==> src/rtl/km_sub_seq.sv <==
// Sequential Karatsuba / dual-product multiplier built around one shared
// pipelined (WIDTH+1)x(WIDTH+1) multiplier, with a valid/ready handshake on both sides.
module km_sub_seq #(
   parameter int WIDTH      = 16,
   parameter int MUL_STAGES = 2
) (
   input  logic               clk,
   input  logic               rst,
   input  logic               in_valid,
   output logic               in_ready,
   input  logic               mode,
   input  logic [2*WIDTH-1:0] a,
   input  logic [2*WIDTH-1:0] b,
   output logic               out_valid,
   input  logic               out_ready,
   output logic [4*WIDTH-1:0] out_data,
   output logic               out_mode
);

   localparam int HW = WIDTH + 1;
   localparam int PW = 2 * WIDTH + 2;
   localparam int RW = 4 * WIDTH;

   localparam logic [1:0] S_IDLE  = 2'd0;
   localparam logic [1:0] S_ISSUE = 2'd1;
   localparam logic [1:0] S_DRAIN = 2'd2;
   localparam logic [1:0] S_DONE  = 2'd3;

   // Tag travelling alongside each product: idx 0 = z0, 1 = z2, 2 = zs.
   typedef struct packed {
      logic       vld;
      logic [1:0] idx;
   } tag_t;

   logic [1:0]         state_q, state_d;
   logic [1:0]         cnt_q, cnt_d;
   logic [2*WIDTH-1:0] a_q, a_d, b_q, b_d;
   logic               mode_q, mode_d;
   tag_t               tag_q [MUL_STAGES];
   tag_t               tag_d [MUL_STAGES];
   logic [PW-1:0]      p_q   [MUL_STAGES];
   logic [PW-1:0]      p_d   [MUL_STAGES];
   logic [PW-1:0]      z0_q, z0_d, z2_q, z2_d;
   logic               out_valid_q, out_valid_d;
   logic [RW-1:0]      out_data_q, out_data_d;
   logic               out_mode_q, out_mode_d;

   logic               accept;
   logic               issuing;
   logic [1:0]         last_idx;
   logic [HW-1:0]      a_sum, b_sum;
   logic [HW-1:0]      mul_a, mul_b;
   tag_t               tag_in;
   logic               last_next;
   logic [PW-1:0]      p_out;
   tag_t               tag_out;
   logic [PW-1:0]      z1;
   logic [RW-1:0]      res_kara, res_dual;

   assign in_ready  = !rst && (state_q == S_IDLE) && (!out_valid_q || out_ready);
   assign accept    = in_valid && in_ready;
   assign issuing   = (state_q == S_ISSUE);
   assign last_idx  = mode_q ? 2'd2 : 2'd1;
   assign out_valid = out_valid_q;
   assign out_data  = out_data_q;
   assign out_mode  = out_mode_q;

   // Half sums carry one extra bit, so they cannot overflow.
   assign a_sum = {1'b0, a_q[WIDTH-1:0]} + {1'b0, a_q[2*WIDTH-1:WIDTH]};
   assign b_sum = {1'b0, b_q[WIDTH-1:0]} + {1'b0, b_q[2*WIDTH-1:WIDTH]};

   always_comb begin
      // NOTE: every always_comb output gets a default first so no latch is inferred.
      mul_a = '0;
      mul_b = '0;
      if (issuing) begin
         case (cnt_q)
            2'd0: begin
               mul_a = {1'b0, a_q[WIDTH-1:0]};
               mul_b = {1'b0, b_q[WIDTH-1:0]};
            end
            2'd1: begin
               mul_a = {1'b0, a_q[2*WIDTH-1:WIDTH]};
               mul_b = {1'b0, b_q[2*WIDTH-1:WIDTH]};
            end
            default: begin
               mul_a = a_sum;
               mul_b = b_sum;
            end
         endcase
      end
      tag_in.vld = issuing;
      tag_in.idx = issuing ? cnt_q : 2'd0;
   end

   always_comb begin
      p_d[0]   = {{HW{1'b0}}, mul_a} * {{HW{1'b0}}, mul_b};
      tag_d[0] = tag_in;
      for (int s = 1; s < MUL_STAGES; s++) begin
         p_d[s]   = p_q[s-1];
         tag_d[s] = tag_q[s-1];
      end
   end

   assign p_out     = p_q[MUL_STAGES-1];
   assign tag_out   = tag_q[MUL_STAGES-1];
   assign last_next = tag_d[MUL_STAGES-1].vld && (tag_d[MUL_STAGES-1].idx == last_idx);

   always_comb begin
      z0_d = z0_q;
      z2_d = z2_q;
      if (tag_out.vld && tag_out.idx == 2'd0) z0_d = p_out;
      if (tag_out.vld && tag_out.idx == 2'd1) z2_d = p_out;
   end

   // In DONE the last product sits at the multiplier output.
   assign z1       = p_out - z0_q - z2_q;
   assign res_kara = (RW'(z2_q) << (2 * WIDTH)) + (RW'(z1) << WIDTH) + RW'(z0_q);
   assign res_dual = {p_out[2*WIDTH-1:0], z0_q[2*WIDTH-1:0]};

   always_comb begin
      state_d     = state_q;
      cnt_d       = cnt_q;
      a_d         = a_q;
      b_d         = b_q;
      mode_d      = mode_q;
      out_valid_d = out_valid_q;
      out_data_d  = out_data_q;
      out_mode_d  = out_mode_q;

      if (out_valid_q && out_ready) out_valid_d = 1'b0;

      case (state_q)
         S_IDLE: begin
            if (accept) begin
               state_d = S_ISSUE;
               cnt_d   = 2'd0;
               a_d     = a;
               b_d     = b;
               mode_d  = mode;
            end
         end
         S_ISSUE: begin
            cnt_d = cnt_q + 2'd1;
            if (last_next)                state_d = S_DONE;
            else if (cnt_q == last_idx)   state_d = S_DRAIN;
         end
         S_DRAIN: begin
            if (last_next) state_d = S_DONE;
         end
         S_DONE: begin
            state_d     = S_IDLE;
            out_valid_d = 1'b1;
            out_mode_d  = mode_q;
            out_data_d  = mode_q ? res_kara : res_dual;
         end
         default: state_d = S_IDLE;
      endcase
   end

   always_ff @(posedge clk) begin
      // NOTE: sequential state uses non-blocking assignments only.
      if (rst) begin
         state_q     <= S_IDLE;
         cnt_q       <= '0;
         a_q         <= '0;
         b_q         <= '0;
         mode_q      <= 1'b0;
         z0_q        <= '0;
         z2_q        <= '0;
         out_valid_q <= 1'b0;
         out_data_q  <= '0;
         out_mode_q  <= 1'b0;
         for (int s = 0; s < MUL_STAGES; s++) begin
            tag_q[s] <= '0;
            p_q[s]   <= '0;
         end
      end else begin
         state_q     <= state_d;
         cnt_q       <= cnt_d;
         a_q         <= a_d;
         b_q         <= b_d;
         mode_q      <= mode_d;
         z0_q        <= z0_d;
         z2_q        <= z2_d;
         out_valid_q <= out_valid_d;
         out_data_q  <= out_data_d;
         out_mode_q  <= out_mode_d;
         for (int s = 0; s < MUL_STAGES; s++) begin
            tag_q[s] <= tag_d[s];
            p_q[s]   <= p_d[s];
         end
      end
   end

endmodule

==> config.mk <==
export PLATFORM = sky130hd
export DESIGN_NAME = km_sub_seq
export DESIGN_NICKNAME = d
export VERILOG_FILES = /design/src/rtl/km_sub_seq.sv
export SDC_FILE = /design/constraint.sdc
export NUM_CORES = 2
export LEC_CHECK = 0
export CAP_MARGIN = 20
export CORE_MARGIN = 1.5
export CORE_UTILIZATION = 57
export DETAILED_ROUTE_END_ITERATION = 12
export PLACE_DENSITY = 0.76
export SYNTH_ARGS = -nofsm -noshare
export SYNTH_HDL_FRONTEND = slang
export SYNTH_SLANG_ARGS = --single-unit
==> constraint.sdc <==
create_clock -name clk -period 10.8 [get_ports clk]
set_input_delay 2.16 -clock clk [delete_from_list [all_inputs] [get_ports clk]]
set_output_delay 2.16 -clock clk [all_outputs]
set_load 0.01 [all_outputs]
==> reports/results.tsv <==
stage	metric	value	unit
run_status	status	complete, no violations	
route	number of remaining DRC errors	0	
global_route	initial antenna violation count	0	
placement	Final HPWL DP	57100	um
timing	setup violators final	0	
worst_setup_path	R2R cell count	29	
power	Sw Ratio	39.8	%
worst_setup_path	RR Endpoint	p_q[0][33]$_SDFF_PP0_	
synthesis	synthesis-stage register bit count	277	
synthesis	Post-Synth Adder-Cell Area	32.0	%
synthesis	Post-Synth XOR/XNOR Area	3.39	%
route	routed vias	21800	
power	P_leak	13.3	nW
global_route	first-pass GRT wire length	117000	um
synthesis	Syn Nets	3709	
synthesis	Synth area leader	dfxtp_1	
timing	RSZ-0062 raised after global routing	false	
global_route	largest net degree at the start of global routing	124	
route	drt pass-1 iters	6	
worst_setup_path	start point of the critical path	a_q[1]$_SDFFE_PP0P_	
route	final WL	72800	um
route	drt via density	5.74	
global_route	most utilized layer in the global route result	met2	
timing	Setup TNS	0	ps
worst_setup_path	slowest stage cell, crit path	and2_1	
clock_network	CTS Hold Bufs	0	
route	Routed Antenna Nets	0	
placement	port bufs	135	
floorplanning	die height	217	um
finish	number of fill cells	3942	
power	Internal Power	2.23	mW
clock_network	TritonCTS clock tree	yes	
finish	Layout Cells excl Fill	3808	
route	DR WL/cell	19.1	um
timing	Clock Skews	23.5	ps
power	Switch Pwr	1.47	mW
floorplanning	Die ar.	0.0470	mm2
floorplanning	I/O Pins	136	
finish	Area growth syn-to-layout	10.9	%
worst_setup_path	most used cell, CP	fa_1	
timing	final worst path period share	83.0	%
finish	most common cell after layout, fill and taps aside	nand2_1	
synthesis	Post-synth EDFFs	0	
timing	fmax	0.112	GHz
synthesis	Synth Area in Compound Gates	14.0	%
clock_network	clk buf depth	3	
worst_hold_path	worst hold path class	flip-flop to flip-flop	
floorplanning	Die Width	217	um
flow_run	max_cap viols	0	
synthesis	Synth Flop Type	dfxtp_1	
timing	post-route minimum period	8960	ps
finish	cell area after layout	0.0289	mm2
worst_setup_path	Startpoint Class	flip-flop	
synthesis	simple-gate share of the synthesized area	19.9	%
power	Clock power frac	27.7	%
power	Pwr Total	3.70	mW
synthesis	Syn Std Cell Area	0.0261	mm2
floorplanning	Core ar.	0.0453	mm2
synthesis	synth warn	0	
synthesis	largest family of logic cells by synthesized area	adder cells	
worst_hold_path	Hold Crit Start	p_q[0][28]$_SDFF_PP0_	
synthesis	Distinct cells, synth	83	
floorplanning	Initial Util	57.5	%
synthesis	mux contribution to synthesized area	1.93	%
clock_network	Clock Latency Late Sink	590	ps
power	Comb pwr share	40.9	%
synthesis	post-synthesis sequential area ratio	21.3	%
power	pwr/cell area	128	mW/mm2
placement	DP Cell Count	3751	
global_route	met1 Track Usage GR	37.0	%
worst_setup_path	RR Startpoint	a_q[1]$_SDFFE_PP0P_	
worst_setup_path	WS Path Type	flip-flop to flip-flop	
worst_setup_path	max incr delay on CP	770	ps
clock_network	Root Buffer	clkbuf_16	
floorplanning	Rows	78	
synthesis	Syn Area/Cell	8.32	um2
clock_network	Reg clk slew, reported paths	60	ps
finish	commonest non-fill, non-tap cells in the layout	nand2_1, inv_1, dfxtp_1	
timing	Final Slew Violations	0	
worst_hold_path	Hold EP	p_q[0][62]$_SDFF_PP0_	
worst_hold_path	Worst Hold Depth	1	
synthesis	Post-synth ARST share	0	%
finish	layout cell share with drive strength beyond 1	4.05	%
synthesis	Post-Syn Instances	3130	
route	DR iter-0 viols	1819	
power	Sequential Power Share	31.4	%
placement	DP Area	0.0279	mm2
global_route	grt total ovfl	0	
clock_network	Clock Sinks	277	
synthesis	top cell type's share of synthesized area	21.3	%
worst_setup_path	worst reg-to-reg setup slack	1840	ps
clock_network	Num CTS Buffers	29	
timing	hold violation count in the final report	0	
timing	Slew headroom	24.2	%
clock_network	post-cts resize count	0	
clock_network	# Post-CTS Setup Buffers	0	
global_route	Global Route met3 Usage	3.98	%
power	Max VDD drop	0.133	mV
worst_setup_path	endpoint type of the worst setup path	flip-flop	
worst_setup_path	Crit Path Max Fanout	17	
synthesis	Area contributors post-synth	dfxtp_1, fa_1, ha_1	
finish	layout net count	3764	
timing	Worst-Margin Slew	1130	ps
worst_setup_path	Critical Path RT	11220	ps
global_route	GRT Util Overall	31.3	%
global_route	global routing usage on met2	56.1	%
placement	routability cong.	0.992	
worst_setup_path	critical path arrival	9380	ps
global_route	vias in the first global route	22200	
clock_network	H-tree lvl count	1	
==> how the worst max path moves through the flow <==
stage / endpoint / slack [ps] / depth (start not counted)
finish: p_q[0][33]$_SDFF_PP0_ / 1840 / 29
CTS: p_q[0][33]$_SDFF_PP0_ / 1940 / 29
global placement: p_q[0][33]$_SDFF_PP0_ / 2170 / 30
floorplan: p_q[0][33]$_SDFF_PP0_ / 2890 / 31
global route: p_q[0][30]$_SDFF_PP0_ / 1340 / 30
detailed placement: p_q[0][33]$_SDFF_PP0_ / 1980 / 29
==> area by class of cell <==
class,instances,area (um2),area share (%)
Antenna cell,1,2.50,0.00866
Clock buffer,40,827,2.86
Clock inverter,13,155,0.537
Inverter,371,1390,4.82
Multi-Input combinational cell,2339,18600,64.4
Sequential cell,277,5550,19.2
Tap cell,600,751,2.60
Timing Repair Buffer,167,1620,5.61
==> critical path, delay by kind of cell, from the launching register on <==
| family | cells | cell delay (ps) |
|---|---|---|
| xor+xnor | 2 | 210 |
| fa+ha+maj | 8 | 3690 |
| compound gates | 10 | 2850 |
| buf+inv | 3 | 160 |
| simple gates | 6 | 1460 |
| flops | 1 | 400 |
==> stage by stage <==
stage | util (%) | setup WS [ps] | hold WS [ps]
6_report | 63.8 | 1840 | 432
5_1_grt | 63.8 | 1340 | 456
4_1_cts | 63.7 | 1940 | 437
3_5_place_dp | 61.5 | 1980 | 423
3_3_place_gp | 61.5 | 2170 | 418
2_1_floorplan | - | 2890 | 414
==> power by group through the flow <==
| stage | combinational, mW | clock [mW] | sequential, mW |
|---|---|---|---|
| final | 1.51 | 1.02 | 1.16 |
| after global routing | 1.64 | 1.08 | 1.17 |
| after CTS | 1.49 | 1.04 | 1.16 |
| after detailed placement | 1.48 | 0 | 1.19 |
| after global placement | 1.45 | 0 | 1.18 |
| after floorplan | 1.02 | 0 | 1.17 |
==> cell usage after synthesis (all sizes together), types with 45 or more instances <==
cell,number
nand2,545
inv,370
dfxtp,277
fa,262
ha,248
a21oi,186
nor2,162
clkbuf,114
nand3,110
and2,93
o21ai,90
xnor2,63
nor2b,60
a21o,55
a211oi,51
mux2i,48
and3,45
==> kinds of logic (layout without fill, tap and decap cells) <==
logic type	count (synthesis)	in the layout
muxes	50	50
xor gates and xnor gates	101	101
DFF	277	277
buffers and inverters	514	591
other	0	1
adders and majority gates	510	510
AOI/OAI and AO/OA	549	549
and+or+nand+nor	1129	1129
==> metal layers <==
layer	part of all wire, %	routed length (um)
met3	5.4	3930
met2	50	36100
met1	40	28800
met5	0	0
met4	5.5	3990
==> sequential cells by signal, indices dropped and copies added, names as in the netlist, 2 cells and up <==
signal / cells
b_q: 32
z0_q: 34
p_q: 68
cnt_q: 2
z2_q: 34
state_q: 2
out_data: 64
tag_q: 6
a_q: 32
(Power assumes the default switching activity.)
